### config.mk
export PLATFORM = sky130hd
export DESIGN_NAME = conv_aip_sequencer
export DESIGN_NICKNAME = d
export VERILOG_FILES = /design/src/rtl/conv_aip_sequencer.sv
export SDC_FILE = /design/constraint.sdc
export NUM_CORES = 1
export LEC_CHECK = 0
export CAP_MARGIN = 20
export CORE_ASPECT_RATIO = 0.75
export CORE_MARGIN = 3
export CORE_UTILIZATION = 46
export CTS_CLUSTER_DIAMETER = 100
export DETAILED_ROUTE_END_ITERATION = 16
export PLACE_DENSITY = 0.76
export SKIP_CTS_REPAIR_TIMING = 1
export SLEW_MARGIN = 15
export SYNTH_ARGS = -nofsm -noshare
export SYNTH_HDL_FRONTEND = slang
export SYNTH_SLANG_ARGS = --single-unit
### constraint.sdc
create_clock -name clk -period 3.99 [get_ports clk]
set_input_delay 0.5985 -clock clk [delete_from_list [all_inputs] [get_ports clk]]
set_output_delay 0.5985 -clock clk [all_outputs]
set_load 0.01 [all_outputs]
### src/rtl/conv_aip_sequencer.sv
// conv_aip_sequencer: autonomous AIP master that loads Y into the convolution coprocessor, starts it and drains Z.
// Latency: cmd_start to first y_ready 3 cycles; interrupt seen to first z_valid 6 cycles; one aip_read per Z word.
// Backpressure: y_ready/z_valid handshakes stall the sequence without losing or repeating words; en_s low freezes everything.
//
// Ports:
//   clk, rst_a (async, active low), en_s (synchronous freeze)
//   cmd_start/cmd_y_len/cmd_z_len : job request, sampled only while idle
//   y_data/y_valid/y_ready        : Y input stream
//   z_data/z_valid/z_ready        : Z output stream
//   busy, done, err               : job status (done/err are 1-cycle pulses)
//   aip_data_in, aip_conf, aip_write, aip_read, aip_start : registered strobes to the coprocessor
//   aip_data_out, aip_int_n       : read data and active-low interrupt from the coprocessor
module conv_aip_sequencer #(
  parameter int DATAWIDTH   = 32,
  parameter int LEN_W       = 7,
  parameter int TIMEOUT_CYC = 100000
) (
  input  logic                 clk,
  input  logic                 rst_a,
  input  logic                 en_s,
  input  logic                 cmd_start,
  input  logic [LEN_W-1:0]     cmd_y_len,
  input  logic [LEN_W-1:0]     cmd_z_len,
  input  logic [DATAWIDTH-1:0] y_data,
  input  logic                 y_valid,
  output logic                 y_ready,
  output logic [DATAWIDTH-1:0] z_data,
  output logic                 z_valid,
  input  logic                 z_ready,
  output logic                 busy,
  output logic                 done,
  output logic                 err,
  output logic [DATAWIDTH-1:0] aip_data_in,
  output logic [4:0]           aip_conf,
  output logic                 aip_write,
  output logic                 aip_read,
  output logic                 aip_start,
  input  logic [DATAWIDTH-1:0] aip_data_out,
  input  logic                 aip_int_n
);

  localparam logic [4:0] MMEM_Y  = 5'd0;
  localparam logic [4:0] AMEM_Y  = 5'd1;
  localparam logic [4:0] MMEM_Z  = 5'd2;
  localparam logic [4:0] AMEM_Z  = 5'd3;
  localparam logic [4:0] CSIZE_Y = 5'd4;
  localparam logic [4:0] ASIZE_Y = 5'd5;
  localparam logic [4:0] STATUS  = 5'd30;

  localparam int TO_W = $clog2(TIMEOUT_CYC + 1);
  localparam logic [TO_W-1:0]      TO_LAST   = TO_W'(TIMEOUT_CYC - 1);
  localparam logic [LEN_W-1:0]     MAX_LEN   = LEN_W'(64);
  localparam logic [DATAWIDTH-1:0] ST_INT_EN = DATAWIDTH'(32'h0001_0000);  // mask bit0 = done
  localparam logic [DATAWIDTH-1:0] ST_CLR    = DATAWIDTH'(32'h0001_0001);  // keep mask, clear done flag

  typedef enum logic [3:0] {
    S_IDLE, S_PTR_Y, S_WR_Y, S_PTR_CFG, S_WR_CFG, S_INT_EN, S_START, S_WAIT_INT,
    S_INT_CLR, S_PTR_Z, S_RD_Z, S_RD_WAIT, S_RD_CAP, S_Z_OUT, S_DONE
  } state_t;

  state_t               state_q;
  logic [LEN_W-1:0]     y_len_q, z_len_q, y_cnt_q, z_cnt_q;
  logic [TO_W-1:0]      to_cnt_q;
  logic                 y_ready_q, z_valid_q, busy_q, done_q, err_q;
  logic                 aip_write_q, aip_read_q, aip_start_q;
  logic [4:0]           aip_conf_q;
  logic [DATAWIDTH-1:0] aip_data_q, z_data_q;

  logic cmd_len_ok;
  logic y_beat;
  logic y_last, z_last;

  assign cmd_len_ok = (cmd_y_len != '0) && (cmd_y_len <= MAX_LEN) &&
                      (cmd_z_len != '0) && (cmd_z_len <= MAX_LEN);
  assign y_beat     = y_valid && y_ready_q;
  // Compare against len-1 so a length of 64 never needs a 65th count value.
  assign y_last     = (y_cnt_q == y_len_q - LEN_W'(1));
  assign z_last     = (z_cnt_q == z_len_q - LEN_W'(1));

  always_ff @(posedge clk or negedge rst_a) begin
    if (!rst_a) begin
      state_q     <= S_IDLE;
      y_len_q     <= '0;
      z_len_q     <= '0;
      y_cnt_q     <= '0;
      z_cnt_q     <= '0;
      to_cnt_q    <= '0;
      y_ready_q   <= 1'b0;
      z_valid_q   <= 1'b0;
      z_data_q    <= '0;
      busy_q      <= 1'b0;
      done_q      <= 1'b0;
      err_q       <= 1'b0;
      aip_write_q <= 1'b0;
      aip_read_q  <= 1'b0;
      aip_start_q <= 1'b0;
      aip_conf_q  <= '0;
      aip_data_q  <= '0;
    end else if (!en_s) begin
      // Frozen: strobes and pulses drop, all other state holds.
      aip_write_q <= 1'b0;
      aip_read_q  <= 1'b0;
      aip_start_q <= 1'b0;
      done_q      <= 1'b0;
      err_q       <= 1'b0;
    end else begin
      aip_write_q <= 1'b0;
      aip_read_q  <= 1'b0;
      aip_start_q <= 1'b0;
      done_q      <= 1'b0;
      err_q       <= 1'b0;
      case (state_q)
        S_IDLE: begin
          if (cmd_start) begin
            if (cmd_len_ok) begin
              y_len_q <= cmd_y_len;
              z_len_q <= cmd_z_len;
              y_cnt_q <= '0;
              z_cnt_q <= '0;
              busy_q  <= 1'b1;
              state_q <= S_PTR_Y;
            end else begin
              err_q <= 1'b1;
            end
          end
        end
        S_PTR_Y: begin
          aip_write_q <= 1'b1;
          aip_conf_q  <= AMEM_Y;
          aip_data_q  <= '0;
          state_q     <= S_WR_Y;
        end
        S_WR_Y: begin
          // First WR_Y cycle only raises y_ready; beats start the cycle after.
          if (!y_ready_q) begin
            y_ready_q <= 1'b1;
          end else if (y_beat) begin
            aip_write_q <= 1'b1;
            aip_conf_q  <= MMEM_Y;
            aip_data_q  <= y_data;
            if (y_last) begin
              y_ready_q <= 1'b0;
              state_q   <= S_PTR_CFG;
            end else begin
              y_cnt_q <= y_cnt_q + LEN_W'(1);
            end
          end
        end
        S_PTR_CFG: begin
          aip_write_q <= 1'b1;
          aip_conf_q  <= ASIZE_Y;
          aip_data_q  <= '0;
          state_q     <= S_WR_CFG;
        end
        S_WR_CFG: begin
          aip_write_q <= 1'b1;
          aip_conf_q  <= CSIZE_Y;
          aip_data_q  <= DATAWIDTH'(y_len_q);
          state_q     <= S_INT_EN;
        end
        S_INT_EN: begin
          aip_write_q <= 1'b1;
          aip_conf_q  <= STATUS;
          aip_data_q  <= ST_INT_EN;
          state_q     <= S_START;
        end
        S_START: begin
          aip_start_q <= 1'b1;
          to_cnt_q    <= '0;
          state_q     <= S_WAIT_INT;
        end
        S_WAIT_INT: begin
          // An interrupt on the final counted cycle still wins over the timeout.
          if (!aip_int_n) begin
            state_q <= S_INT_CLR;
          end else if (to_cnt_q == TO_LAST) begin
            err_q       <= 1'b1;
            aip_write_q <= 1'b1;
            aip_conf_q  <= STATUS;
            aip_data_q  <= '0;
            busy_q      <= 1'b0;
            state_q     <= S_IDLE;
          end else begin
            to_cnt_q <= to_cnt_q + TO_W'(1);
          end
        end
        S_INT_CLR: begin
          aip_write_q <= 1'b1;
          aip_conf_q  <= STATUS;
          aip_data_q  <= ST_CLR;
          state_q     <= S_PTR_Z;
        end
        S_PTR_Z: begin
          aip_write_q <= 1'b1;
          aip_conf_q  <= AMEM_Z;
          aip_data_q  <= '0;
          state_q     <= S_RD_Z;
        end
        S_RD_Z: begin
          aip_read_q <= 1'b1;
          aip_conf_q <= MMEM_Z;
          state_q    <= S_RD_WAIT;
        end
        // Read strobe is on the bus this cycle; data is valid the cycle after.
        S_RD_WAIT: state_q <= S_RD_CAP;
        S_RD_CAP: begin
          z_data_q  <= aip_data_out;
          z_valid_q <= 1'b1;
          state_q   <= S_Z_OUT;
        end
        S_Z_OUT: begin
          if (z_ready) begin
            z_valid_q <= 1'b0;
            if (z_last) begin
              aip_write_q <= 1'b1;
              aip_conf_q  <= STATUS;
              aip_data_q  <= '0;
              state_q     <= S_DONE;
            end else begin
              z_cnt_q <= z_cnt_q + LEN_W'(1);
              state_q <= S_RD_Z;
            end
          end
        end
        S_DONE: begin
          done_q  <= 1'b1;
          busy_q  <= 1'b0;
          state_q <= S_IDLE;
        end
        default: state_q <= S_IDLE;
      endcase
    end
  end

  // Handshake outputs are qualified by en_s so no transfer is signalled while frozen.
  assign y_ready     = y_ready_q && en_s;
  assign z_valid     = z_valid_q && en_s;
  assign z_data      = z_data_q;
  assign busy        = busy_q;
  assign done        = done_q;
  assign err         = err_q;
  assign aip_data_in = aip_data_q;
  assign aip_conf    = aip_conf_q;
  assign aip_write   = aip_write_q;
  assign aip_read    = aip_read_q;
  assign aip_start   = aip_start_q;

endmodule
==> flow_summary.ini <==
[logic_synthesis]
synth.net_count = 681
synth.avg_cell_area_um2 = 10.2
synthAdderAreaFrac = 0.0104
synth_xor_area_frac = 0.0495
synth_cell_types = 55
synth_mux_area_frac = 0.0912
synth_edf_count = 0
synth_compound_area_frac = 0.117
syn-cell-area_um2 = 6020
synth_simple_gate_area_frac = 0.187
yosys_register_bits = 125
netlist_instances = 591
async_flop_share = 1.00
synth_top_family_by_area = simple AND/OR/NAND/NOR gates
yosysSeqAreaShare = 0.520
ys.flop_type = dfrtp_1
yosysWarnings = 0

[timing]
setup_viol = 0
drv_slew = 0
fin_skew_ps = 7.75
max_freq_mhz = 311
rsz0062_at_grt = no
final_hold_viol_count = 0
relSlewSlack = 0.298
tns_ps = 0
fin_crit_sh = 0.807
tightestPinTransition_ps = 1050
min_period_ps = 3220

[floorplan]
start_util = 0.481
coreArea_um2 = 12500
io_pins = 162
rows = 35
die_x_um = 138
die-area_um2 = 14500
fp.dieH_um = 105

[clock_tree]
cts.sinks = 125
clk_root_buffer_cell = clkbuf_16
cts_tree = done
clock_latency_ps = 420
clockBufferDepth = 2
cts_htree_levels = 4
clk_pin_slew_ps = 60
numCtsBuffers = 17

[critical_path]
crit_path_end_kind = register
cp_cell_sequence = clkdlybuf4s50_1 > or4_4 > o31a_1 > nor4_4 > a31oi_4 > nand4bb_1 > or4_1 > a21oi_1
arrival_ps = 3560
max_stage_delay_ps = 580
r2r_slack_ps = 1110
start_kind = input port
path_class = input port to register
required_ps = 4330
crit_slowest_cell = or4_1
critical_path_peak_fanout = 9

[placement]
place_hpwl_mm = 11.8
port_buffers = 161
gp_congestion = 0.823

[cells_and_area]
layout_commonest_cell = clkdlybuf4s50_1
fin_util = 0.676
final_cell_mix = 160 x clkdlybuf4s50_1, 125 x dfrtp_1, 84 x nand2_1, 50 x o21ai_0, 47 x mux2_2
nets = 843
layout-drive-gt1-share = 0.131
syn_to_final_growth_pct = 40.6
antenna_cells = 0

[power_and_ir_drop]
ir_worst_vdd_uv = 476
power_density_nw_per_um2 = 703
leakage_uw = 0.00369

[routing]
drt_iter0_drc = 498
wl_per_cell_um = 17.3
via_per_inst = 5.49
drc_errors = 0
route.vias.total = 5119
routed_wl_mm = 16.2
first_pass_iters = 6
drtAntennaViolNets = 0

[global_route]
first_global_vias = 5093
grt_max_degree = 66
grtUsageTotal = 0.228
grt_pass1_wl_mm = 26.7
antenna_found_initial = 0
gr-total-overflow = 0

[job]
maxCapViolations = 0

[min_path]
hp-class = input port to async pin

[status]
run_status = complete, no violations
==> critical path, delay by kind of cell <==
kind,cells,cell delay [ps]
simple gates,4,1910
buf+inv,1,420
compound gates,3,630
==> registers in the layout, indices dropped and copies added, names as in the netlist, 4 cells and up <==
| signal | flops |
|---|---|
| aip_conf | 4 |
| aip_data_in | 32 |
| state_q | 4 |
| to_cnt_q | 17 |
| y_cnt_q | 7 |
| y_len_q | 7 |
| z_cnt_q | 7 |
| z_data | 32 |
| z_len_q | 7 |
==> cell type report <==
cell class              count  area [µm²]
well taps                 166         208
clock buffers              18         429
repair buffers            172        1690
clock inverters            14         218
fillers                   956        4060
flip-flops and latches    125        3130
inverters                  11        41.3
multi-input cells         426        2750
==> per-layer routing <==
metal	part of all wire	global-route usage	vias up
met5	0	0	-
met4	0.021	0.0804	0
met3	0.062	0.0512	28
met2	0.48	0.368	213
met1	0.43	0.304	2454
li1	-	-	2424
==> power breakdown <==
group	switching, µW	leakage (µW)	internal, µW
registers	347	0.00166	1640
logic	1160	0.00172	1130
clock network	571	0.000306	1110
total	2080	0.00369	3880
==> logic make-up (layout without fill, tap and decap cells) <==
group	after synthesis	in the layout
AND/OR/NAND/NOR	224	224
flip-flops	125	125
AO/OA/AOI/OAI	114	114
multiplexers	49	49
buffers and inverters	40	215
XOR/XNOR	34	34
adder cells (fa/ha/maj)	5	5
==> path summary, 6_finish.rpt <==
path                         startpoint         endpoint  cells past startpoint
max reg2reg                  state_q[1]      to_cnt_q[8]                      8
max                        cmd_y_len[1]       y_cnt_q[6]                      8
min in group clk              z_valid_q        z_valid_q                      2
max in group asynchronous         rst_a  aip_data_in[19]                      2
min reg2reg                   z_valid_q        z_valid_q                      2
min                               rst_a       z_data[17]                      1
==> synthesized netlist by cell type (7+ instances only) <==
| cell type | n | area, µm² |
|---|---|---|
| o21ai_0 | 50 | 250 |
| nand2_1 | 84 | 315 |
| o31ai_1 | 10 | 75.1 |
| nor3_1 | 10 | 50.1 |
| inv_1 | 10 | 37.5 |
| nand3_1 | 21 | 105 |
| a21oi_1 | 19 | 95.1 |
| xnor2_1 | 15 | 131 |
| xor2_1 | 19 | 166 |
| clkbuf_1 | 28 | 105 |
| dfrtp_1 | 125 | 3130 |
| a22oi_1 | 7 | 52.6 |
| nand4_1 | 8 | 50.1 |
| mux2_2 | 47 | 529 |
| nor2_1 | 41 | 154 |
| or3_1 | 7 | 43.8 |
==> stage by stage <==
stage	instance area [µm²]	hold slack [ps]	power [µW]	cells	setup slack, ps
floorplan	6020	303	3230	591	1020
global placement	7820	456	4160	900	436
detailed placement	7820	464	4260	900	366
CTS	8470	302	5970	932	792
global route	8470	329	6300	932	601
finish	8470	264	5950	932	770
Power figures use the tool's default switching activity.
